--- config.mk ---
export PLATFORM = sky130hd
export DESIGN_NAME = thermo_count_display
export DESIGN_NICKNAME = d
export VERILOG_FILES = /design/src/rtl/thermo_disp_pkg.sv /design/src/rtl/bin2bcd_seq.sv /design/src/rtl/thermo_count_display.sv
export SDC_FILE = /design/constraint.sdc
export NUM_CORES = 1
export LEC_CHECK = 0
export ABC_CLOCK_PERIOD_IN_PS = 6920
export CAP_MARGIN = 10
export CELL_PAD_IN_SITES_DETAIL_PLACEMENT = 1
export CELL_PAD_IN_SITES_GLOBAL_PLACEMENT = 1
export CORE_MARGIN = 5
export CORE_UTILIZATION = 47
export CTS_CLUSTER_SIZE = 25
export DETAILED_ROUTE_END_ITERATION = 6
export PLACE_DENSITY_LB_ADDON = 0.1
export REMOVE_ABC_BUFFERS = 1
export SKIP_LAST_GASP = 1
export SYNTH_ARGS = -nofsm -noshare
export SYNTH_HDL_FRONTEND = slang
export SYNTH_HIERARCHICAL = 1
export SYNTH_SLANG_ARGS = --single-unit
export TNS_END_PERCENT = 100
--- constraint.sdc ---
create_clock -name clk -period 6.92 [get_ports clk]
set_input_delay 0.692 -clock clk [delete_from_list [all_inputs] [get_ports clk]]
set_output_delay 0.692 -clock clk [all_outputs]
set_load 0.1 [all_outputs]
--- src/rtl/thermo_disp_pkg.sv ---
// thermo_disp_pkg: seven-segment glyphs, converter states and sizing helpers for thermo_count_display
package thermo_disp_pkg;
  localparam logic [6:0] SEG_0 = 7'b1000000;
  localparam logic [6:0] SEG_1 = 7'b1111001;
  localparam logic [6:0] SEG_2 = 7'b0100100;
  localparam logic [6:0] SEG_3 = 7'b0110000;
  localparam logic [6:0] SEG_4 = 7'b0011001;
  localparam logic [6:0] SEG_5 = 7'b0010010;
  localparam logic [6:0] SEG_6 = 7'b0000010;
  localparam logic [6:0] SEG_7 = 7'b1111000;
  localparam logic [6:0] SEG_8 = 7'b0000000;
  localparam logic [6:0] SEG_9 = 7'b0010000;
  localparam logic [6:0] SEG_E = 7'b0000110;
  localparam logic [6:0] SEG_BLANK = 7'b1111111;
  localparam logic [6:0] SEG_DIGITS [10] = '{SEG_0, SEG_1, SEG_2, SEG_3, SEG_4, SEG_5, SEG_6, SEG_7, SEG_8, SEG_9};
  typedef enum logic [1:0] {B_IDLE, B_SHIFT, B_DONE} b2b_state_e;
  function automatic logic [6:0] bcd_to_seg(input logic [3:0] d);
    return d < 4'd10 ? SEG_DIGITS[d] : SEG_BLANK;
  endfunction
  function automatic int width_of(input int n);
    int d, v;
    d = 1;
    v = n;
    while (v >= 10) begin
      v = v / 10;
      d = d + 1;
    end
    return d;
  endfunction
endpackage

--- src/rtl/bin2bcd_seq.sv ---
// bin2bcd_seq: sequential double-dabble converter, one input bit per SHIFT cycle
module bin2bcd_seq
  import thermo_disp_pkg::*;
#(
  parameter int W = 5,
  parameter int N_DIGITS = 4
) (
  input  logic                  clk,
  input  logic                  rst,
  input  logic                  start,
  input  logic [W-1:0]          bin,
  output logic                  busy,
  output logic                  done,
  output logic [4*N_DIGITS-1:0] bcd
);
  localparam int CW = W > 1 ? $clog2(W) : 1;
  b2b_state_e state, state_nx;
  logic [4*N_DIGITS-1:0] acc, adj;
  logic [W-1:0] sh;
  logic [CW-1:0] cnt;
  always_ff @(posedge clk) begin
    if (rst) begin
      state <= B_IDLE;
      acc <= '0;
      sh <= '0;
      cnt <= '0;
    end else begin
      state <= state_nx;
      if (state == B_IDLE && start) begin
        acc <= '0;
        sh <= bin;
        cnt <= '0;
      end else if (state == B_SHIFT) begin
        acc <= (adj << 1) | (4*N_DIGITS)'(sh[W-1]);
        sh <= sh << 1;
        cnt <= cnt + CW'(1);
      end
    end
  end
  always_comb begin
    adj = acc;
    for (int i = 0; i < N_DIGITS; i++)
      adj[4*i +: 4] = acc[4*i +: 4] > 4'd4 ? acc[4*i +: 4] + 4'd3 : acc[4*i +: 4];
    state_nx = state == B_IDLE ? (start ? B_SHIFT : B_IDLE) :
               state == B_SHIFT ? (cnt == CW'(W-1) ? B_DONE : B_SHIFT) : B_IDLE;
    busy = state != B_IDLE;
    done = state == B_DONE;
    bcd = acc;
  end
endmodule

--- src/rtl/thermo_count_display.sv ---
// thermo_count_display: debounced switch popcount with thermometer check, shown on a multiplexed 7-seg display
module thermo_count_display
  import thermo_disp_pkg::*;
#(
  parameter int N_SW = 16,
  parameter int N_DIGITS = 4,
  parameter int SCAN_DIV = 100000,
  parameter int DEBOUNCE_CYCLES = 1000000,
  parameter bit STRICT = 1'b1,
  localparam int W = $clog2(N_SW + 1)
) (
  input  logic                clk,
  input  logic                rst,
  input  logic [N_SW-1:0]     sw,
  output logic [6:0]          seg,
  output logic                dp,
  output logic [N_DIGITS-1:0] an,
  output logic [W-1:0]        count,
  output logic                valid
);
  localparam int SB = $clog2(DEBOUNCE_CYCLES + 1);
  localparam int PW = $clog2(SCAN_DIV);
  localparam int IW = N_DIGITS > 1 ? $clog2(N_DIGITS) : 1;
  if (N_SW < 1 || N_SW > 64 || N_DIGITS < width_of(N_SW) || SCAN_DIV < 2 || DEBOUNCE_CYCLES < 1) begin : g_bad_params
    $error("thermo_count_display: illegal parameter combination");
  end
  logic [N_SW-1:0] s1, s2, cand, deb;
  logic [SB-1:0] stab, stab_nx;
  logic hit, acc_p, go, pend, busy, done, err, any, dp_nx;
  logic [W-1:0] pc;
  logic [N_SW:0] mask;
  logic [4*N_DIGITS-1:0] bcd, digs;
  logic [N_DIGITS-1:0] show;
  logic [PW-1:0] pre;
  logic [IW-1:0] idx;
  logic [3:0] cur;
  logic [6:0] seg_nx;
  bin2bcd_seq #(.W(W), .N_DIGITS(N_DIGITS)) u_conv (
    .clk(clk), .rst(rst), .start(go | pend), .bin(count), .busy(busy), .done(done), .bcd(bcd)
  );
  always_comb begin
    stab_nx = s2 != cand ? SB'(1) : stab < SB'(DEBOUNCE_CYCLES) ? stab + SB'(1) : stab;
    hit = (s2 != cand || stab != SB'(DEBOUNCE_CYCLES)) && stab_nx == SB'(DEBOUNCE_CYCLES);
    pc = '0;
    for (int i = 0; i < N_SW; i++) pc = pc + W'(deb[i]);
    mask = ((N_SW+1)'(1) << pc) - (N_SW+1)'(1);
    any = 1'b0;
    show = '0;
    for (int i = N_DIGITS - 1; i >= 0; i--) begin
      any = any | (digs[4*i +: 4] != 4'd0);
      show[i] = any | (i == 0);
    end
    cur = digs[4*idx +: 4];
    seg_nx = err ? (idx == '0 ? SEG_E : SEG_BLANK) : show[idx] ? bcd_to_seg(cur) : SEG_BLANK;
    dp_nx = !(err && idx == '0);
  end
  // a completed conversion is dropped when a newer count is already queued, so stale values never reach the digits
  always_ff @(posedge clk) begin
    if (rst) begin
      s1 <= '0;
      s2 <= '0;
      cand <= '0;
      deb <= '0;
      stab <= SB'(DEBOUNCE_CYCLES);
      acc_p <= 1'b0;
      go <= 1'b0;
      pend <= 1'b0;
      count <= '0;
      valid <= 1'b1;
      digs <= '0;
      err <= 1'b0;
      pre <= '0;
      idx <= '0;
      seg <= SEG_BLANK;
      dp <= 1'b1;
      an <= '1;
    end else begin
      s1 <= sw;
      s2 <= s1;
      cand <= s2;
      stab <= stab_nx;
      if (hit) deb <= s2;
      acc_p <= hit && s2 != deb;
      go <= acc_p;
      if (acc_p) begin
        count <= pc;
        valid <= {1'b0, deb} == mask;
      end
      pend <= busy && (pend || go);
      if (done && !pend && !go) begin
        digs <= bcd;
        err <= STRICT && !valid;
      end
      pre <= pre == PW'(SCAN_DIV - 1) ? '0 : pre + PW'(1);
      if (pre == PW'(SCAN_DIV - 1)) begin
        idx <= idx == IW'(N_DIGITS - 1) ? '0 : idx + IW'(1);
        an <= ~(N_DIGITS'(1) << idx);
        seg <= seg_nx;
        dp <= dp_nx;
      end
    end
  end
endmodule
==> results.cfg <==
[global_routing]
grt_pass1_wl_mm = 34.5
antenna_found_initial = 0
grt_pass1_vias = 6818
grt_usage = 0.194
grt-ovfl-total = 0
grt_max_degree = 63

[clock_network]
ctsHoldBuffers = 0
postCtsSetupBuffers = 0
clk_pin_slew_ps = 70
post_cts_resize_count = 0
cts_made_buffers = 17
cts_tree = yes
cts_sinks = 167
clock_latency_ps = 420
htreeDepth = 4
root_buffer = clkbuf_16
cts_buffer_depth = 2

[sta]
hold_viol_final = 0
clock-skew-final_ps = 13.4
tns_ps = 0
setup_viol = 0
fin_crit_sh = 0.913
setup_ws_ps = 599
slew_headroom = 0.197
timing.fmax_mhz = 158
slew_violations = 0
holdWs_ps = 437
period_needed_ps = 6320
worst_slew_pin_slew_ps = 1200
rsz0062_at_grt = false

[setup_path]
cp-end-kind = flip-flop
startpoint = deb[11]$_SDFFE_PP0P_
startpoint_type = flip-flop
cp.required_ps = 7280
arrival_ps = 6680
path_max_fanout = 13
r2r_start = deb[11]$_SDFFE_PP0P_
path_class = reg -> reg

[drt]
drt-total-wl_mm = 20.6
drc = 0
vias_per_cell = 5.53
first_iter_violations = 387
first_pass_iters = 4
antenna_left = 0
vias = 6734
wire_per_inst_um = 17.0

[floorplanning]
die_w_um = 145
coreArea_um2 = 18000
die-area_um2 = 21100
start_util = 0.478
dieHeight_um = 145
rows = 49
ios = 36

[yosys]
yosysSeqAreaShare = 0.388
synth_most_common_cell = dfxtp_1
ys_seq_elements = 167
synth_area_leaders = dfxtp_1, nor2b_1, xnor2_1
postSynthAreaPerCell_um2 = 8.90
synth_edf_count = 0
syn-cell-area_um2 = 8610
async_flop_share = 0
netlist-cell-type-count = 78
netlist_instances = 967
netlist_top_cells_count = dfxtp_1, nand2_1, nor2_1
yosys_most_used_dff = dfxtp_1
yosys.area.top_type = dfxtp_1
yosys_warnings = 6
synth_top_area_frac = 0.388

[pwr]
finalPower_mw = 1.98
leakagePower_nw = 3.50
ir_worst_vdd_mv = 0.228
p_per_area_nw_per_um2 = 206

[cells_and_area]
drive_gt1_frac = 0.0749
nets = 1031
fillers = 2153
fin_area_um2 = 9620
area_growth_pct = 11.8
layout.cells.non_filler = 1217
final_util = 0.534
n_antenna_cell = 0

[placement]
portBuffers = 35
placedInstanceArea_um2 = 9040
finalWeightedCongestion = 0.855
pre_cts_slack_ps = 721
placedCellCount = 1185
dp_hpwl_mm = 14.4

[run_status]
status = finished clean

[worst_hold_path]
hold_path.class = reg -> reg
hp-start = s1[14]$_SDFF_PP0_

[run]
max_cap_violations = 0
-- area by class of cell --
cell class / instances / area [um2] / area share
multi-input combinational: 702 / 4860 / 0.505
inverter: 48 / 180 / 0.0187
clock inverter: 15 / 150 / 0.0156
tap: 229 / 287 / 0.0298
clock buffer: 17 / 425 / 0.0442
sequential: 167 / 3340 / 0.348
timing repair buffer: 39 / 378 / 0.0393
-- final timing paths --
check | to | slack, ps | cells after the start
worst max-delay path | valid$_SDFFE_PP1P_ | 600 | 21
worst min-delay path | s2[14]$_SDFF_PP0_ | 440 | 1
worst max register to register | valid$_SDFFE_PP1P_ | 600 | 21
worst min register to register | s2[14]$_SDFF_PP0_ | 440 | 1
-- where the power goes --
group | switching [mW] | internal (mW) | total (mW)
combinational | 0.0367 | 0.0307 | 0.0674
sequential | 0.0140 | 0.977 | 0.991
clock | 0.439 | 0.483 | 0.922
-- cells by family after synthesis --
group,Yosys count,share of synthesized area
and+or+nand+nor,387,0.237
DFF,167,0.388
AOI/OAI and AO/OA,166,0.131
buffers and inverters,98,0.0477
xor gates and xnor gates,77,0.0800
adders and majority gates,38,0.0640
muxes,34,0.0520
-- routing by layer --
metal / wire length (um) / part of all wire / vias to the layer above / global-route usage
li1: - / - / 3342 / -
met2: 9440 / 0.46 / 90 / 0.310
met1: 10400 / 0.51 / 3287 / 0.275
met5: 0 / 0 / - / 0
met3: 541 / 0.026 / 15 / 0.0387
met4: 215 / 0.010 / 0 / 0.0396
-- cell usage in the layout (no fill, tap or decap), types with 8 or more instances in the layout --
cell             netlist  final
nand2b_1              12     12
dfxtp_1              167    167
o211ai_1              14     14
mux2_4                10     10
a31oi_1               12     12
nor4_1                12     12
fa_1                  10     10
nor3_1                15     15
xnor2_1               42     42
mux2i_1               14     14
ha_1                  28     28
nor2b_1               71     70
nor2_1                86     86
and3_1                 8      8
a211oi_1               9      9
a21oi_1               51     51
clkdlybuf4s50_1        0     34
nand2_1               89     89
o21ai_0               25     25
or3_1                  9      9
nand4_1               14     14
xor2_1                34     34
inv_1                 47     47
or4_1                 11     11
clkbuf_16              0     17
nand3_1               27     27
-- sequential cells by signal, summed over array words and instances, names as in the netlist, 3 cells and up --
signal and count:
stab 20, pre 17, cand 16, deb 16, digs 16, s1 16
s2 16, u_conv/bcd 16, seg 7, count 5, u_conv/sh 5, an 4
u_conv/cnt 3
-- critical path: stages, from the launching register on --
cell,delay [ps]
dfxtp_1,520
fa_1,470
fa_1,500
inv_1,50
fa_1,450
fa_1,510
inv_1,50
ha_1,220
fa_1,400
inv_1,150
nand2_1,60
a21boi_0,560
a21o_1,150
nand2_1,60
ha_1,350
xnor2_1,290
a21oi_1,100
nor3b_1,170
o21ai_0,100
or4_1,510
a2111oi_0,380
a221o_1,210
No activity file was read; power rests on OpenSTA's default activity.
